$ cat src/rtl/instr_sequencer_pkg.sv
// Shared definitions for the REDUX-V multi-cycle instruction sequencer:
// state encodings and the bit positions of the control_unit signals vector.
package instr_sequencer_pkg;

    localparam int STATE_W = 3;

    // State encodings; 6 and 7 are illegal and recover to IDLE.
    localparam logic [2:0] S_IDLE   = 3'd0;
    localparam logic [2:0] S_FETCH  = 3'd1;
    localparam logic [2:0] S_DECODE = 3'd2;
    localparam logic [2:0] S_EXEC   = 3'd3;
    localparam logic [2:0] S_MEM    = 3'd4;
    localparam logic [2:0] S_WB     = 3'd5;

    // Bit positions inside the control_unit signals vector.
    localparam int SIG_BR  = 0;   // conditional branch on zero
    localparam int SIG_J   = 1;   // unconditional jump
    localparam int SIG_RA  = 2;   // register-address operand select
    localparam int SIG_RE  = 3;   // register-file write-back
    localparam int SIG_DM  = 4;   // data memory access
    localparam int SIG_WE  = 5;   // memory write
    localparam int SIG_SE  = 6;   // sign extend immediate
    localparam int SIG_SP  = 7;   // stack-pointer operation
    localparam int SIG_SPR = 8;   // stack read (POP) versus write (PUSH)

    // True when the decoded instruction needs a data-memory cycle.
    function automatic logic needs_mem(input logic [9:0] sig);
        needs_mem = sig[SIG_DM] | sig[SIG_WE];
    endfunction

endpackage

$ cat src/rtl/instr_sequencer.sv
// Multi-cycle FETCH/DECODE/EXEC/MEM/WB sequencer. Shares one memory port
// between instruction fetch and data access and generates the PC, IR,
// register-file and stack-pointer strobes from the latched decode vector.
module instr_sequencer
    import instr_sequencer_pkg::*;
#(
    parameter int OP    = 4,
    parameter int SIG_W = 10
) (
    input  logic             clk,
    input  logic             rst,
    input  logic             run,
    input  logic             halt,
    input  logic [OP-1:0]    op,
    input  logic [SIG_W-1:0] signals,
    input  logic             zero,
    input  logic             mem_ack,
    output logic             mem_req,
    output logic             mem_we,
    output logic             mem_sel,
    output logic             ir_we,
    output logic             pc_inc,
    output logic             pc_load,
    output logic             reg_we,
    output logic             sp_inc,
    output logic             sp_dec,
    output logic             retire,
    output logic [2:0]       state
);

    logic [STATE_W-1:0] state_r;
    logic [STATE_W-1:0] next_state_s;
    logic [SIG_W-1:0]   sig_q;

    logic mem_req_s, mem_we_s, mem_sel_s, ir_we_s, pc_inc_s, pc_load_s;
    logic reg_we_s, sp_inc_s, sp_dec_s, retire_s;

    // The opcode is trace-only; it is folded here so it is visibly consumed.
    logic unused_s;
    assign unused_s = ^{op, 1'b0};

    // State register: async reset to IDLE, otherwise follow the decode.
    always_ff @(posedge clk or posedge rst) begin
        if (rst) begin
            state_r <= S_IDLE;
        end else begin
            state_r <= next_state_s;
        end
    end

    // Latch the decode vector when leaving DECODE; later states use only this copy.
    always_ff @(posedge clk or posedge rst) begin
        if (rst) begin
            sig_q <= {SIG_W{1'b0}};
        end else if (state_r == S_DECODE) begin
            sig_q <= signals;
        end else begin
            sig_q <= sig_q;
        end
    end

    // Next-state and strobe decode from state, sig_q, mem_ack and zero.
    always_comb begin
        mem_req_s    = 1'b0;
        mem_we_s     = 1'b0;
        mem_sel_s    = 1'b0;
        ir_we_s      = 1'b0;
        pc_inc_s     = 1'b0;
        pc_load_s    = 1'b0;
        reg_we_s     = 1'b0;
        sp_inc_s     = 1'b0;
        sp_dec_s     = 1'b0;
        retire_s     = 1'b0;
        next_state_s = state_r;

        case (state_r)
            S_IDLE: begin
                if (run) begin
                    next_state_s = S_FETCH;
                end else begin
                    next_state_s = S_IDLE;
                end
            end
            S_FETCH: begin
                mem_req_s = 1'b1;
                if (mem_ack) begin
                    ir_we_s      = 1'b1;
                    pc_inc_s     = 1'b1;
                    next_state_s = S_DECODE;
                end else begin
                    next_state_s = S_FETCH;
                end
            end
            S_DECODE: begin
                next_state_s = S_EXEC;
            end
            S_EXEC: begin
                if (sig_q[SIG_BR]) begin
                    pc_load_s = zero;
                    retire_s  = 1'b1;
                end else if (sig_q[SIG_J]) begin
                    pc_load_s = 1'b1;
                    retire_s  = 1'b1;
                end else if (needs_mem(sig_q[9:0])) begin
                    // PUSH pre-decrements SP before the store.
                    sp_dec_s     = sig_q[SIG_SP] & ~sig_q[SIG_SPR];
                    next_state_s = S_MEM;
                end else if (sig_q[SIG_RE]) begin
                    next_state_s = S_WB;
                end else begin
                    // NOP, or a decode with no actionable bits: just retire.
                    retire_s = 1'b1;
                end
            end
            S_MEM: begin
                mem_req_s = 1'b1;
                mem_sel_s = 1'b1;
                mem_we_s  = sig_q[SIG_WE];
                if (mem_ack) begin
                    sp_inc_s = sig_q[SIG_SP] & sig_q[SIG_SPR];
                    // PUSH carries RE and WE but must not write back.
                    if (sig_q[SIG_RE] && !sig_q[SIG_WE]) begin
                        next_state_s = S_WB;
                    end else begin
                        retire_s = 1'b1;
                    end
                end else begin
                    next_state_s = S_MEM;
                end
            end
            S_WB: begin
                reg_we_s = 1'b1;
                retire_s = 1'b1;
            end
            default: begin
                next_state_s = S_IDLE;
            end
        endcase

        // Retire point: halt wins over run.
        if (retire_s) begin
            next_state_s = (halt || !run) ? S_IDLE : S_FETCH;
        end else begin
            next_state_s = next_state_s;
        end
    end

    // Outputs forced low while reset is held so mem_req drops immediately.
    assign mem_req = mem_req_s & ~rst;
    assign mem_we  = mem_we_s  & ~rst;
    assign mem_sel = mem_sel_s & ~rst;
    assign ir_we   = ir_we_s   & ~rst;
    assign pc_inc  = pc_inc_s  & ~rst;
    assign pc_load = pc_load_s & ~rst;
    assign reg_we  = reg_we_s  & ~rst;
    assign sp_inc  = sp_inc_s  & ~rst;
    assign sp_dec  = sp_dec_s  & ~rst;
    assign retire  = retire_s  & ~rst;
    assign state   = state_r;

endmodule

$ cat config.mk
export PLATFORM = sky130hd
export DESIGN_NAME = instr_sequencer
export DESIGN_NICKNAME = d
export VERILOG_FILES = /design/src/rtl/instr_sequencer_pkg.sv /design/src/rtl/instr_sequencer.sv
export SDC_FILE = /design/constraint.sdc
export NUM_CORES = 1
export LEC_CHECK = 0
export CAP_MARGIN = 0
export CORE_UTILIZATION = 40
export DETAILED_ROUTE_END_ITERATION = 8
export PLACE_DENSITY = 0.8
export SLEW_MARGIN = 25
export SYNTH_ARGS = -nofsm -noshare
export SYNTH_HDL_FRONTEND = slang
export SYNTH_SLANG_ARGS = --single-unit
$ cat constraint.sdc
create_clock -name clk -period 3.29 [get_ports clk]
set_input_delay 0.329 -clock clk [delete_from_list [all_inputs] [get_ports clk]]
set_output_delay 0.329 -clock clk [all_outputs]
set_load 0.01 [all_outputs]
==> impl_metrics.env <==
export IMPL_status="finished, final reports clean"
export IMPL_syn_num_nets=82
export IMPL_seq_area_frac_synth_pct=38.54
export IMPL_dieWidth_um=42.29
export IMPL_peakVddDrop_v=0.0003806
export IMPL_synth_ff_latch_count=10
export IMPL_cts_num_sinks=10
export IMPL_areaGrowthSynthToFinish_pct=40.85
export IMPL_start_util_pct=43.11
export IMPL_dieHeight_um=42.29
export IMPL_reg2reg_depth=3
export IMPL_antenna_found_initial=0
export IMPL_crit_family="simple AND/OR/NAND/NOR gates"
export IMPL_worstSetupStartpointType="flip-flop"
export IMPL_tritoncts="built"
export IMPL_vias=567
export IMPL_top_level_ports=33
export IMPL_clk_latency_ps=260
export IMPL_ctsHoldBuffers=0
export IMPL_syn_mean_instance_area_um2=10.47
export IMPL_track_usage_pct=18.27
export IMPL_rsz0062_at_grt="false"
export IMPL_slew_violations=0
export IMPL_final_nets=109
export IMPL_gr_total_overflow=0
export IMPL_hold_violations=0
export IMPL_synth_largest_area_cell="dfrtp_1"
export IMPL_r2r_slack_ps=1720
export IMPL_wl_per_cell_um=13.66
export IMPL_clk_pin_slew_ps=60
export IMPL_async_reset_ff_share_pct=100.0
export IMPL_synth_most_common_cell="dfrtp_1"
export IMPL_dr_pass1_iters=3
export IMPL_avgViaCountPerCell=5.505
export IMPL_fmax_mhz=411.6
export IMPL_cts_buffers=3
export IMPL_critical_path_arrival_ps=2100
export IMPL_cts_root_buffer_cell="clkbuf_4"
export IMPL_rows=14
export IMPL_dp_cells=100
export IMPL_path_class="flip-flop to output pin"
export IMPL_ys_flop_type="dfrtp_1"
export IMPL_reg2reg_to="sig_q[3]"
export IMPL_slowest_delay_ps=540
export IMPL_synthTopCellsByCount="dfrtp_1, mux2_2, nor2_1"
export IMPL_clock_skew_ps=2.160
export IMPL_synth_area_leaders="dfrtp_1, mux2_2, nand2b_4"
export IMPL_drc_errors=0
export IMPL_worstPathCellList="nand2b_4 -> nor3_1 -> and4_1 -> clkdlybuf4s50_1"
export IMPL_top_usage_layer="met2"
export IMPL_gr_usage_met2_pct=29.23
export IMPL_reg2reg_from="state[2]"
export IMPL_ctsResizeCount=0
export IMPL_grt_pass1_vias=568
export IMPL_p_leak_uw=0.0003645
export IMPL_cp_num_buf_inv=1
export IMPL_ant_nets=0
export IMPL_hold_path_class="input port to asynchronous set/reset pin"
export IMPL_drv_cap=0
export IMPL_synth_distinct_cells=29
export IMPL_numPortBuffers=25
export IMPL_slowest_stage="clkdlybuf4s50_1"
export IMPL_crit_required_ps=2960
export IMPL_cts_htree_levels=1
export IMPL_gp_congestion=0.7294
export IMPL_routed_wirelength_mm=1.407
export IMPL_synth_cells=62
export IMPL_syn_area_um2=649.4
export IMPL_die_area_um2=1788
export IMPL_fin_crit_ps=2430
export IMPL_yosys_area_top_type_share_pct=38.54
export IMPL_grt_use_met1_pct=22.25
export IMPL_slew_headroom_pct=68.90
export IMPL_grt_max_degree=17
export IMPL_tightest_slew_ps=466.5
export IMPL_critPathMaxFanout=11
export IMPL_drive_gt1_share_pct=20.69
export IMPL_grt_met3_usage_pct=5.603
export IMPL_setup_tns_final_ps=0
export IMPL_fin_crit_sh_pct=73.85
export IMPL_fp_coreArea_um2=1506
export IMPL_first_iter_violations=9
export IMPL_finalSetupViolCount=0
export IMPL_grt_pass1_wl_mm=2.463
export IMPL_antennaDiodeCount=0
export IMPL_powerDensity_nw_per_um2=745.9
export IMPL_cp_end_kind="output pin"
export IMPL_clockBufferDepth=2
export IMPL_place_hpwl_mm=1.061
export IMPL_fin_cells=103
export IMPL_post_cts_buffers=0
export IMPL_yosys_warnings=0
export IMPL_synth_edf_count=0
[registers in the layout (all words and copies together), names as in the netlist]
name   count
sig_q      7
state      3
[how the worst max path moves through the flow]
stage              from      to  cells after the start
5_1_grt        state[1]  sp_inc                      4
3_3_place_gp        rst  sp_dec                      6
4_1_cts        state[2]  retire                      5
6_report       state[1]  sp_inc                      4
2_1_floorplan  state[0]  pc_inc                      4
3_5_place_dp        rst  sp_dec                      6
[layout by cell type (no fill, tap or decap), drive strengths merged, types with 2 or more instances in the layout]
| master | count |
|---|---|
| dfrtp | 10 |
| mux2i | 2 |
| o21ai | 3 |
| nor2 | 8 |
| clkdlybuf4s50 | 25 |
| nor2b | 3 |
| mux2 | 8 |
| nand3 | 2 |
| nand2b | 2 |
| nor3 | 3 |
| and2 | 2 |
| nand2 | 2 |
| clkbuf | 3 |
[routing by layer]
metal / up-vias / routed length, um
li1: 271 / -
met1: 266 / 634
met2: 25 / 665
met3: 5 / 87
met4: 0 / 19
met5: - / 0
[worst min-delay path, stage by stage]
cell,delay (ps)
clkdlybuf4s50_1,500
inv_1,90
buf_4,200
[cells by family (layout without fill, tap and decap cells)]
family,Yosys count,in the layout,synth area share [%]
and+or+nand+nor,28,28,28.13
muxes,10,10,16.96
DFF,10,10,38.54
AOI/OAI and AO/OA,8,8,9.055
buffers and inverters,5,30,5.972
xor gates and xnor gates,1,1,1.349
[stage by stage]
step / hold slack, ps / util (%) / setup slack (ps) / power (uW) / cell area [um^2]
2_1_floorplan: 177.6 / - / 1573 / 503.9 / 649.4
3_3_place_gp: 499.1 / 59.22 / 930.8 / 589.0 / 892.1
3_5_place_dp: 504.4 / 59.22 / 943.3 / 605.2 / 892.1
4_1_cts: 498.7 / 60.71 / 848.6 / 688.9 / 914.6
5_1_grt: 525.9 / 60.71 / 665.2 / 737.4 / 914.6
6_report: 499.7 / 60.71 / 860.3 / 682.2 / 914.6
[power by group]
part,switching [uW],internal (uW)
clock,40.1,42.2
sequential,89.2,183
combinational,121,207
total,250,432
[area by class of cell]
class	count	area [um^2]
Sequential cell	10	250.2
Multi-Input combinational cell	47	360.3
Clock buffer	3	22.52
Tap cell	16	20.02
Timing Repair Buffer	26	257.7
Inverter	1	3.754
Fill cell	147	591.8
Note: power is estimated with default switching activity, not from simulation.
